===== config.mk =====
export PLATFORM = sky130hd
export DESIGN_NAME = remote_comm
export DESIGN_NICKNAME = d
export VERILOG_FILES = /design/src/rtl/remote_comm.sv
export SDC_FILE = /design/constraint.sdc
export NUM_CORES = 1
export LEC_CHECK = 0
export CORE_MARGIN = 2
export CORE_UTILIZATION = 52
export DETAILED_ROUTE_END_ITERATION = 12
export GPL_TIMING_DRIVEN = 0
export PLACE_DENSITY = 0.76
export SLEW_MARGIN = 20
export SYNTH_ARGS = -nofsm -noshare
export SYNTH_HDL_FRONTEND = slang
export SYNTH_SLANG_ARGS = --single-unit
export TNS_END_PERCENT = 20

===== constraint.sdc =====
create_clock -name clk -period 1.92 [get_ports clk]
set_clock_uncertainty 0.15 [all_clocks]
set_input_delay 0.192 -clock clk [delete_from_list [all_inputs] [get_ports clk]]
set_output_delay 0.192 -clock clk [all_outputs]
set_load 0.05 [all_outputs]

===== src/rtl/remote_comm.sv =====
// Host-side command sender: serializes a 16-bit command as two 8N1 frames
// (high byte first) and independently receives a one-byte response.
module remote_comm #(
  parameter int BAUD_DIV = 2604
) (
  input  logic        clk,
  input  logic        rst_n,
  input  logic        snd_cmd,
  input  logic [15:0] cmd,
  output logic        cmd_snt,
  output logic        TX,
  input  logic        RX,
  output logic [7:0]  resp,
  output logic        resp_rdy,
  input  logic        clr_resp_rdy
);

  localparam logic [11:0] BAUD_TC = 12'(BAUD_DIV - 1);
  localparam logic [11:0] HALF_TC = 12'(BAUD_DIV / 2 - 1);

  typedef enum logic [1:0] {TX_IDLE, TX_HIGH, TX_LOW} tx_st_t;
  typedef enum logic [1:0] {RX_IDLE, RX_START, RX_DATA} rx_st_t;

  tx_st_t      tx_st_q, tx_st_d;
  logic [7:0]  hold_lo_q, hold_lo_d;
  logic [9:0]  shft_q, shft_d;
  logic [11:0] baud_q, baud_d;
  logic [3:0]  bit_q, bit_d;
  logic        snt_q, snt_d;
  logic        tx_acc;

  rx_st_t      rx_st_q, rx_st_d;
  logic        rx_meta_q, rx_s_q;
  logic [11:0] rx_cnt_q, rx_cnt_d;
  logic [3:0]  rx_bit_q, rx_bit_d;
  logic [7:0]  rx_sh_q, rx_sh_d;
  logic [7:0]  resp_q, resp_d;
  logic        rdy_q, rdy_d;
  logic        rdy_set, rdy_clr;

  // Only the low byte must outlive the accept edge; the high byte goes
  // straight into the shifter.
  always_comb begin
    tx_st_d   = tx_st_q;
    hold_lo_d = hold_lo_q;
    shft_d    = shft_q;
    baud_d    = baud_q;
    bit_d     = bit_q;
    snt_d     = 1'b0;
    tx_acc    = 1'b0;
    case (tx_st_q)
      TX_IDLE: begin
        if (snd_cmd) begin
          tx_acc    = 1'b1;
          hold_lo_d = cmd[7:0];
          shft_d    = {1'b1, cmd[15:8], 1'b0};
          baud_d    = '0;
          bit_d     = '0;
          tx_st_d   = TX_HIGH;
        end
      end
      default: begin
        if (baud_q == BAUD_TC) begin
          baud_d = '0;
          if (bit_q == 4'd9) begin
            bit_d = '0;
            if (tx_st_q == TX_HIGH) begin
              shft_d  = {1'b1, hold_lo_q, 1'b0};
              tx_st_d = TX_LOW;
            end else begin
              shft_d  = '1;
              snt_d   = 1'b1;
              tx_st_d = TX_IDLE;
            end
          end else begin
            bit_d  = bit_q + 4'd1;
            shft_d = {1'b1, shft_q[9:1]};
          end
        end else begin
          baud_d = baud_q + 12'd1;
        end
      end
    endcase
  end

  // Stop-bit framing error parks DATA at bit 9 until the line returns high.
  always_comb begin
    rx_st_d  = rx_st_q;
    rx_cnt_d = rx_cnt_q;
    rx_bit_d = rx_bit_q;
    rx_sh_d  = rx_sh_q;
    resp_d   = resp_q;
    rdy_set  = 1'b0;
    rdy_clr  = clr_resp_rdy | tx_acc;
    case (rx_st_q)
      RX_IDLE: begin
        if (!rx_s_q) begin
          rx_st_d  = RX_START;
          rx_cnt_d = '0;
          rdy_clr  = 1'b1;
        end
      end
      RX_START: begin
        if (rx_cnt_q == HALF_TC) begin
          rx_cnt_d = '0;
          rx_bit_d = '0;
          rx_st_d  = rx_s_q ? RX_IDLE : RX_DATA;
        end else begin
          rx_cnt_d = rx_cnt_q + 12'd1;
        end
      end
      RX_DATA: begin
        if (rx_bit_q == 4'd9) begin
          if (rx_s_q) rx_st_d = RX_IDLE;
        end else if (rx_cnt_q == BAUD_TC) begin
          rx_cnt_d = '0;
          if (rx_bit_q == 4'd8) begin
            if (rx_s_q) begin
              resp_d  = rx_sh_q;
              rdy_set = 1'b1;
              rx_st_d = RX_IDLE;
            end else begin
              rx_bit_d = 4'd9;
            end
          end else begin
            rx_sh_d  = {rx_s_q, rx_sh_q[7:1]};
            rx_bit_d = rx_bit_q + 4'd1;
          end
        end else begin
          rx_cnt_d = rx_cnt_q + 12'd1;
        end
      end
      default: rx_st_d = RX_IDLE;
    endcase
    rdy_d = rdy_set ? 1'b1 : (rdy_clr ? 1'b0 : rdy_q);
  end

  always_ff @(posedge clk or negedge rst_n) begin
    if (!rst_n) begin
      tx_st_q   <= TX_IDLE;
      hold_lo_q <= '0;
      shft_q    <= '1;
      baud_q    <= '0;
      bit_q     <= '0;
      snt_q     <= 1'b0;
      rx_meta_q <= 1'b1;
      rx_s_q    <= 1'b1;
      rx_st_q   <= RX_IDLE;
      rx_cnt_q  <= '0;
      rx_bit_q  <= '0;
      rx_sh_q   <= '0;
      resp_q    <= '0;
      rdy_q     <= 1'b0;
    end else begin
      tx_st_q   <= tx_st_d;
      hold_lo_q <= hold_lo_d;
      shft_q    <= shft_d;
      baud_q    <= baud_d;
      bit_q     <= bit_d;
      snt_q     <= snt_d;
      rx_meta_q <= RX;
      rx_s_q    <= rx_meta_q;
      rx_st_q   <= rx_st_d;
      rx_cnt_q  <= rx_cnt_d;
      rx_bit_q  <= rx_bit_d;
      rx_sh_q   <= rx_sh_d;
      resp_q    <= resp_d;
      rdy_q     <= rdy_d;
    end
  end

  assign TX       = shft_q[0];
  assign cmd_snt  = snt_q;
  assign resp     = resp_q;
  assign resp_rdy = rdy_q;

endmodule

# Word-level counts from Yosys, hierarchy flattened
# Cells that the tools add are included.
op_classes:
  n_bitwise: 3
  eq_ne: 17
  addsub: 4
  mux: 51
  reduce_logical: 15
op_table:
  columns: ["operator", "count"]
  rows:
  - ["$mux 12", 7]
  - ["$mux 10", 4]
  - ["$mux 4", 9]
  - ["$pmux 12 s3", 1]
  - ["$add 12x1->12 const B", 2]
  - ["$eq 12x12->1 const B", 2]
  - ["$mux 2", 12]
  - ["$mux 1", 15]
  - ["$eq 12x11->1 const B", 1]
  - ["$eq 4x4->1 const B", 3]
  - ["$ne 2x2->1 const B", 5]
  - ["$reduce_and 5->1", 2]
  - ["$mux 9", 1]
  - ["$ne 3x3->1 const B", 3]
  - ["$add 4x1->4 const B", 2]
  - ["$pmux 4 s2", 1]
  - ["$reduce_and 4->1", 2]
  - ["$reduce_bool 2->1", 4]
  - ["$pmux 2 s3", 1]
  - ["$reduce_and 3->1", 2]
  - ["$eq 2x1->1 const B", 2]
  - ["$logic_not 2->1", 2]
  - ["$reduce_and 2->1", 2]
  - ["$reduce_bool 3->1", 1]
  - ["other kinds (3)", 4]
word_totals:
  register_bits: 74
  out_inout_bits: 11
  inputBits: 21
  elab_cells: 104

# Depth between registers and ports, before layout
# Gate-level depths: netlist of run 1.
logic_depth:
  ltp_word: 7
  mapped_depth: 8

# Worst setup path before layout of run 1
# OpenSTA, ideal clock, no wires.
synth_timing:
  path_type: "reg-to-reg"
  start: "register rx_cnt_q[0]"
  end: "register resp_q[0], in the netlist resp[0]"
  path_slack_ps: -188
  path_stages_with_launch: 8
  synth_period_minus_slack_ps: 2108
  t_arrival_ps: 1834
  path_cell_list: "dfrtp_1 ha_1 and3_1 and3_1 buf_2 and2_2 nand3b_2 mux2_2"
synth_via:
  elab_chain_cells: 2
synth_lines:
  columns: ["element", "line_no", "text"]
  rows:
  - ["start, declared", "34", "logic [11:0] rx_cnt_q, rx_cnt_d;"]
  - ["start signal, assigned", "164", "rx_cnt_q <= rx_cnt_d;"]
  - ["$eq 12x12->1", "115", "end else if (rx_cnt_q == BAUD_TC) begin"]
  - ["$reduce_and 5->1 (no source line)", null, null]
  - ["end signal, assigned", "167", "resp_q <= resp_d;"]
  - ["end, declared", "37", "logic [7:0] resp_q, resp_d;"]
# Every way passes these cells.
# A chain may end at the register's enable or synchronous reset.

# Worst setup path after layout of run 1
layout_timing:
  start: "register rx_cnt_q[7]"
  end: "register rx_st_q[0]"
layout_via:
  elab_chain_cells: 3
  word_cells_on_any_way: 5
layout_lines:
  columns: ["element", "line_no", "text"]
  rows:
  - ["$eq 12x12->1 or $eq 12x11->1 (tied branches)", "115, 104", null]
  - ["$ne 3x3->1 (no source line) or $ne 2x2->1 (tied branches)", null, null]
  - ["$reduce_and 4->1 (no source line) (*)", null, null]
  - ["end signal, assigned", "163", "rx_st_q <= rx_st_d;"]
  - ["end, declared", "32", "rx_st_t rx_st_q, rx_st_d;"]
# Every way passes the cells marked *; elsewhere a longest branch is shown, timed or not.

==> results of run 1 <==
how the worst min path moves through the flow:
| stage | startpoint | endpoint | slack [ns] | cells after the start |
|---|---|---|---|---|
| 4_1_cts | RX | rx_meta_q$_DFF_PN1_ | 0.08 | 1 |
| 3_5_place_dp | rst_n | hold_lo_q[1]$_DFFE_PN0P_ | -0.008 | 1 |
| 2_1_floorplan | rst_n | baud_q[0]$_DFFE_PN0P_ | -0.25 | 0 |
| 3_3_place_gp | rx_meta_q$_DFF_PN1_ | rx_s_q$_DFF_PN1_ | 0.20 | 0 |
| 6_report | RX | rx_meta_q$_DFF_PN1_ | 0.09 | 1 |
| 5_1_grt | RX | rx_meta_q$_DFF_PN1_ | 0.09 | 1 |
where the power goes:
part	leakage [uW]	total, uW	switching [uW]	internal, uW
sequential	0.000911	1540	2.73	1540
combinational	0.00127	77.8	36.5	41.3
clock	0.000124	1480	583	900
total	0.00231	3100	622	2480
worst reg2reg max path, stage by stage (launching register included):
cell     delay (ns)
dfrtp_1        0.50
nor4b_4        0.41
a31oi_4        0.20
buf_4          0.18
buf_6          0.11
nor2_2         0.12
mux2_2         0.35
routing by layer:
layer | vias to the layer above | track usage
met5 | - | 0
met4 | 0 | 0.08548
met3 | 16 | 0.04432
met2 | 98 | 0.3811
met1 | 1591 | 0.3062
li1 | 1521 | -
per-stage QoR:
step | cells | total power [uW]
floorplan | 376 | 1573
global placement | 506 | 1646
detailed placement | 507 | 1651
CTS | 538 | 3112
global route | 558 | 3192
finish | 558 | 3104
layout by cell type, fill, tap and decap left out, types with 4 or more instances in the layout:
master           count
dfrtp_2              8
o21ai_1             15
buf_4               31
mux2_4               5
clkdlybuf4s50_1     28
nand2b_1             4
o31ai_1              4
o21ai_2              5
clkbuf_1             4
clkbuf_8            10
a21oi_1             17
clkbuf_2             4
nor2_1              24
ha_1                 6
ha_4                 4
o22ai_1              9
dfstp_2             11
buf_6                7
mux2_2              20
dfrtp_1             54
nand2_1             36
and3_1               8
o21ai_0             11
nand3_1             18
and2_1               4
inv_1               16
nand4_1              5
flip-flops by register name (all words and copies together) (netlist names):
register	cells
baud_q	12
rx_cnt_q	12
shft_q	9
hold_lo_q	8
resp	8
rx_sh_q	8
bit_q	4
rx_bit_q	4
rx_st_q	2
tx_st_q	2
cmd_snt	1
resp_rdy	1
rx_meta_q	1
rx_s_q	1
cell families (layout without fill, tap and decap cells):
family / after synthesis / after routing / share of synthesized area
adders and majority gates: 12 / 12 / 0.03951
AOI/OAI and AO/OA: 95 / 95 / 0.1676
DFF: 73 / 73 / 0.4844
and+or+nand+nor: 136 / 137 / 0.1916
xor gates and xnor gates: 2 / 2 / 0.004611
buffers and inverters: 32 / 114 / 0.03556
muxes: 26 / 26 / 0.07672
area by class of cell:
| type | instances | area, sq um |
|---|---|---|
| Buffer | 12 | 81.33 |
| Clock buffer | 11 | 141.4 |
| Clock inverter | 5 | 103.9 |
| Fill cell | 495 | 2013 |
| Inverter | 18 | 67.56 |
| Multi-Input combinational cell | 272 | 2186 |
| Sequential cell | 73 | 1851 |
| Tap cell | 99 | 123.9 |
| Timing Repair Buffer | 68 | 608.1 |
timing repair:
item                                   4_1_cts  5_1_grt
gates cloned                                 2        3
endpoints found under the hold margin       66        0
buffers inserted                            13       18
hold buffers                                 1        0
pin swaps                                   17       23
setup endpoints to repair                   69       65
gates resized for setup                     42       59
==> results.ini, run 1 <==
[timing]
rsz0062_at_grt = true
drv_slew = 0
fmax_ghz = 0.4708
fin_ws_ns = -0.2040
period_share = 1.106
finalHoldViolCount = 0
period_minus_slack_ns = 2.124
max_slew_margin = 0.6535
hold_slack_ns = 0.08802
finalSetupViolations = 62
tightest_slew_ns = 0.5189
tns_ns = -3.861

[yosys]
synth_top_flop_cell = dfrtp_1
synth_edf_count = 0
synthTopCellsByArea = dfrtp_1 41%, dfstp_2 7.6%, mux2_2 7.4%
syn-cell-area_sq_um = 3800
synthArstFlopShare = 1.000
synth_area_per_cell_sq_um = 10.11
netlist_instances = 376
yosys_warnings = 0
synth.most_common_cell = dfrtp_1
synth_top_area_cell = dfrtp_1
netlist_top_cells_count = 62 x dfrtp_1, 39 x nand2_1, 32 x o21ai_0
synth_fp_nets = 409
ys_ff_latch = 73
netlist.area_leader.share = 0.4083
yosysSeqAreaShare = 0.4844
yosysUniqueCellTypes = 57

[detailed_routing]
routed_wl_um = 9631
detail-route-antenna-nets = 0
route.detailed.drc = 0
wl_per_cell_um = 17.26
vias = 3226
viasPerCell = 5.781
met1_length_um = 4157
top_layer = met4
wl_met2_um = 4891
wl_met3_um = 408
first_pass_iters = 4
dr.first_iter.drc_count = 166

[clock_tree]
cts_root_buf = clkbuf_8
clk-insertion-delay-late_ns = 0.35
cts.reportedPaths.clkPinSlew_ns = 0.08
cts_tree = done
clock_sinks = 73
cts_max_path_buffers = 2
h-tree-depth = 3
cts-buffers-inserted = 9

[worst_hold_path]
hold_class = in2reg

[worst_setup_path]
slowest_stage = dfrtp_1
critPathBufInv = 2
slowest_delay_ns = 0.50
setup.worst_path.class = reg2reg
r2r_start = rx_cnt_q[7]$_DFFE_PN0P_
crit_end = rx_st_q[0]$_DFFE_PN0P_
r2r-end = rx_st_q[0]$_DFFE_PN0P_
path_depth = 6
cp-end-kind = flip-flop
crit_start = rx_cnt_q[7]$_DFFE_PN0P_
r2r_cells = 6
ff2ff_setup_slack_ns = -0.20
startpoint_type = flip-flop
critPathRequiredTime_ns = 2.01
arrival_ns = 2.21
worst_path_dominant_cell_family = simple AND/OR/NAND/NOR gates
cp_max_fo = 8
cp_cell_sequence = nor4b_4, a31oi_4, buf_4, buf_6, nor2_2, mux2_2

[placement]
dpl_cell_area_sq_um = 4310
dp_slack_ns = -0.3945
gp_congestion = 0.8597
port_buffers = 31
place_hpwl_um = 5520

[layout]
area_delta_synth_final_pct = 35.86
design_area_sq_um = 5162
utilization = 0.7194
nets = 487
n_antenna_cell = 0
drive_gt1_frac = 0.3573

[global_route]
grt_pass1_wl_um = 14210
overflow = 0
grt_max_degree = 46
grt_antenna_before_repair = 0
grt_pass1_vias = 3031
track_usage = 0.2319

[power]
ir_drop_mv = 0.3467
p_leak_uw = 0.002309
power.density_nw_per_um2 = 601.3

[outcome]
violations = negative setup slack
outcome = finished, violations left

[job]
maxCapViolCount = 0

[floorplanning]
die_w_um = 89.49
dieHeight_um = 89.49
rows = 31
start_util = 0.5296
core_sq_um = 7176
dieArea_sq_um = 8008
io_pins = 32

Note: power is estimated with default switching activity, not from simulation.
==> run 2, diff against run 1 <==
--- a/config.mk
+++ b/config.mk
@@ -9,7 +9,7 @@
 export CORE_UTILIZATION = 52
 export DETAILED_ROUTE_END_ITERATION = 12
 export GPL_TIMING_DRIVEN = 0
-export PLACE_DENSITY = 0.76
+export PLACE_DENSITY = 0.78
 export SLEW_MARGIN = 20
 export SYNTH_ARGS = -nofsm -noshare
 export SYNTH_HDL_FRONTEND = slang
==> results.ini, run 2 (synthesized netlist as in run 1, its figures left out) <==
[global_route]
busiest_layer = met2
grt_pass1_wl_um = 14280
grt_antenna_before_repair = 0
overflow = 0
met1_usage = 0.2846
grt_max_degree = 57
grt_use_met2 = 0.3960
grt_pass1_vias = 3042
track_usage = 0.2302
grt_util_met3 = 0.05633

[worst_hold_path]
hold_class = in2async

[timing]
rsz0062_at_grt = true
max_slew_margin = 0.6394
fin_ws_ns = -0.2151
tns_ns = -4.426
fmax_ghz = 0.4684
finalSetupViolations = 53
finalHoldViolCount = 0
period_share = 1.112
tightest_slew_ns = 0.5392
drv_slew = 0
period_minus_slack_ns = 2.135

[worst_setup_path]
ff2ff_setup_slack_ns = -0.22
cp_cell_sequence = inv_2, ha_4, and4bb_2, a31oi_4, buf_6, a2bb2oi_4, or4_1, o21ai_1
r2r_cells = 8
crit_start = rx_cnt_q[1]$_DFFE_PN0P_
arrival_ns = 2.24
cp-end-kind = flip-flop
startpoint_type = flip-flop
setup.worst_path.class = reg2reg
slowest_stage = dfrtp_2
r2r-end = rx_cnt_q[9]$_DFFE_PN0P_
cp_max_fo = 4
slowest_delay_ns = 0.42
critPathBufInv = 2
critPathRequiredTime_ns = 2.02
r2r_start = rx_cnt_q[1]$_DFFE_PN0P_
worst_path_dominant_cell_family = simple AND/OR/NAND/NOR gates

[clock_tree]
clk-insertion-delay-late_ns = 0.34
cts.reportedPaths.clkPinSlew_ns = 0.09
cts_tree = done
cts_root_buf = clkbuf_8
clock_sinks = 73
h-tree-depth = 3
cts_max_path_buffers = 2
cts-buffers-inserted = 9

[placement]
dpl_cell_area_sq_um = 4318
gp_congestion = 0.8936
place_hpwl_um = 5644
dp_slack_ns = -0.4013
port_buffers = 31

[power]
ir_drop_mv = 0.3748
p_leak_uw = 0.002263
power.density_nw_per_um2 = 565.6

[detailed_routing]
viasPerCell = 5.860
wl_per_cell_um = 16.87
first_pass_iters = 5
dr.first_iter.drc_count = 154
vias = 3217
detail-route-antenna-nets = 0
routed_wl_um = 9263
route.detailed.drc = 0

[layout]
top_regs = baud_q (12), rx_cnt_q (12), shft_q (9)
nets = 478
design_area_sq_um = 5079
n_antenna_cell = 0
drive_gt1_frac = 0.3444
area_delta_synth_final_pct = 33.65
layout_common_cells = 54 x dfrtp_1, 36 x nand2_1, 27 x clkdlybuf4s50_1, 24 x buf_4, 24 x nor2_1
final_common_cell = dfrtp_1

[outcome]
violations = negative setup slack
outcome = finished, violations left

[floorplanning]
core_sq_um = 7176
io_pins = 32
dieHeight_um = 89.49
start_util = 0.5296
die_w_um = 89.49
rows = 31
dieArea_sq_um = 8008

[job]
maxCapViolCount = 0

==> run 2: worst max-delay path by stage <==
stage                                         end  slack (ns)  depth (start not counted)
after CTS                 rx_bit_q[3]$_DFFE_PN0P_       -0.14                          7
after global routing      rx_cnt_q[9]$_DFFE_PN0P_       -0.24                          7
after floorplan             baud_q[6]$_DFFE_PN0P_       -0.04                          6
final                     rx_cnt_q[9]$_DFFE_PN0P_       -0.22                          8
after global placement    rx_cnt_q[8]$_DFFE_PN0P_       -1.96                          1
after detailed placement  rx_cnt_q[7]$_DFFE_PN0P_       -0.40                          8
==> run 2: area by class of cell <==
class	count	area (sq um)
Inverter	18	67.56
Tap cell	99	123.9
Buffer	12	86.33
Fill cell	483	2097
Sequential cell	73	1851
Clock buffer	10	127.6
Clock inverter	6	72.57
Timing Repair Buffer	59	563.0
Multi-Input combinational cell	272	2187
==> run 2: worst register-to-register path: cells and delay by family (launching register included) <==
| family | cells | cell delay (ns) |
|---|---|---|
| AND/OR/NAND/NOR | 2 | 0.66 |
| AO/OA/AOI/OAI | 3 | 0.45 |
| flip-flops | 1 | 0.42 |
| adder cells (fa/ha/maj) | 1 | 0.16 |
| buffers and inverters | 2 | 0.22 |
==> run 2: repair_timing <==
item | 4_1_cts | 5_1_grt
pin swaps | 11 | 20
hold buffers | 1 | 0
cloned | 1 | 2
endpoints found under the hold margin | 66 | 0
setup endpoints to repair | 67 | 73
buffers inserted | 6 | 18
gates resized for setup | 41 | 70
==> run 2: through the flow <==
| stage | hold WS, ns | total power [uW] | util | cells |
|---|---|---|---|---|
| finish | 0.1021 | 2872 | 0.7078 | 549 |
| global route | 0.08416 | 2979 | 0.7078 | 549 |
| CTS | 0.09672 | 2885 | 0.6532 | 530 |
| detailed placement | -0.07017 | 1652 | 0.6017 | 507 |
| global placement | 0.2006 | 1646 | 0.5983 | 506 |
| floorplan | -0.2536 | 1573 | - | 376 |
==> run 2: where the power goes <==
part | leakage (uW) | internal [uW] | total [uW] | switching (uW)
registers | 0.000911 | 1540 | 1540 | 2.71
logic | 0.00125 | 42.9 | 78.6 | 35.6
clock network | 0.0000979 | 618 | 1250 | 633
==> run 2: per-layer routing <==
metal | wire length [um] | vias to the layer above
li1 | - | 1509
met5 | 0 | -
met3 | 439 | 20
met1 | 3768 | 1595
met2 | 4852 | 93
met4 | 202 | 0
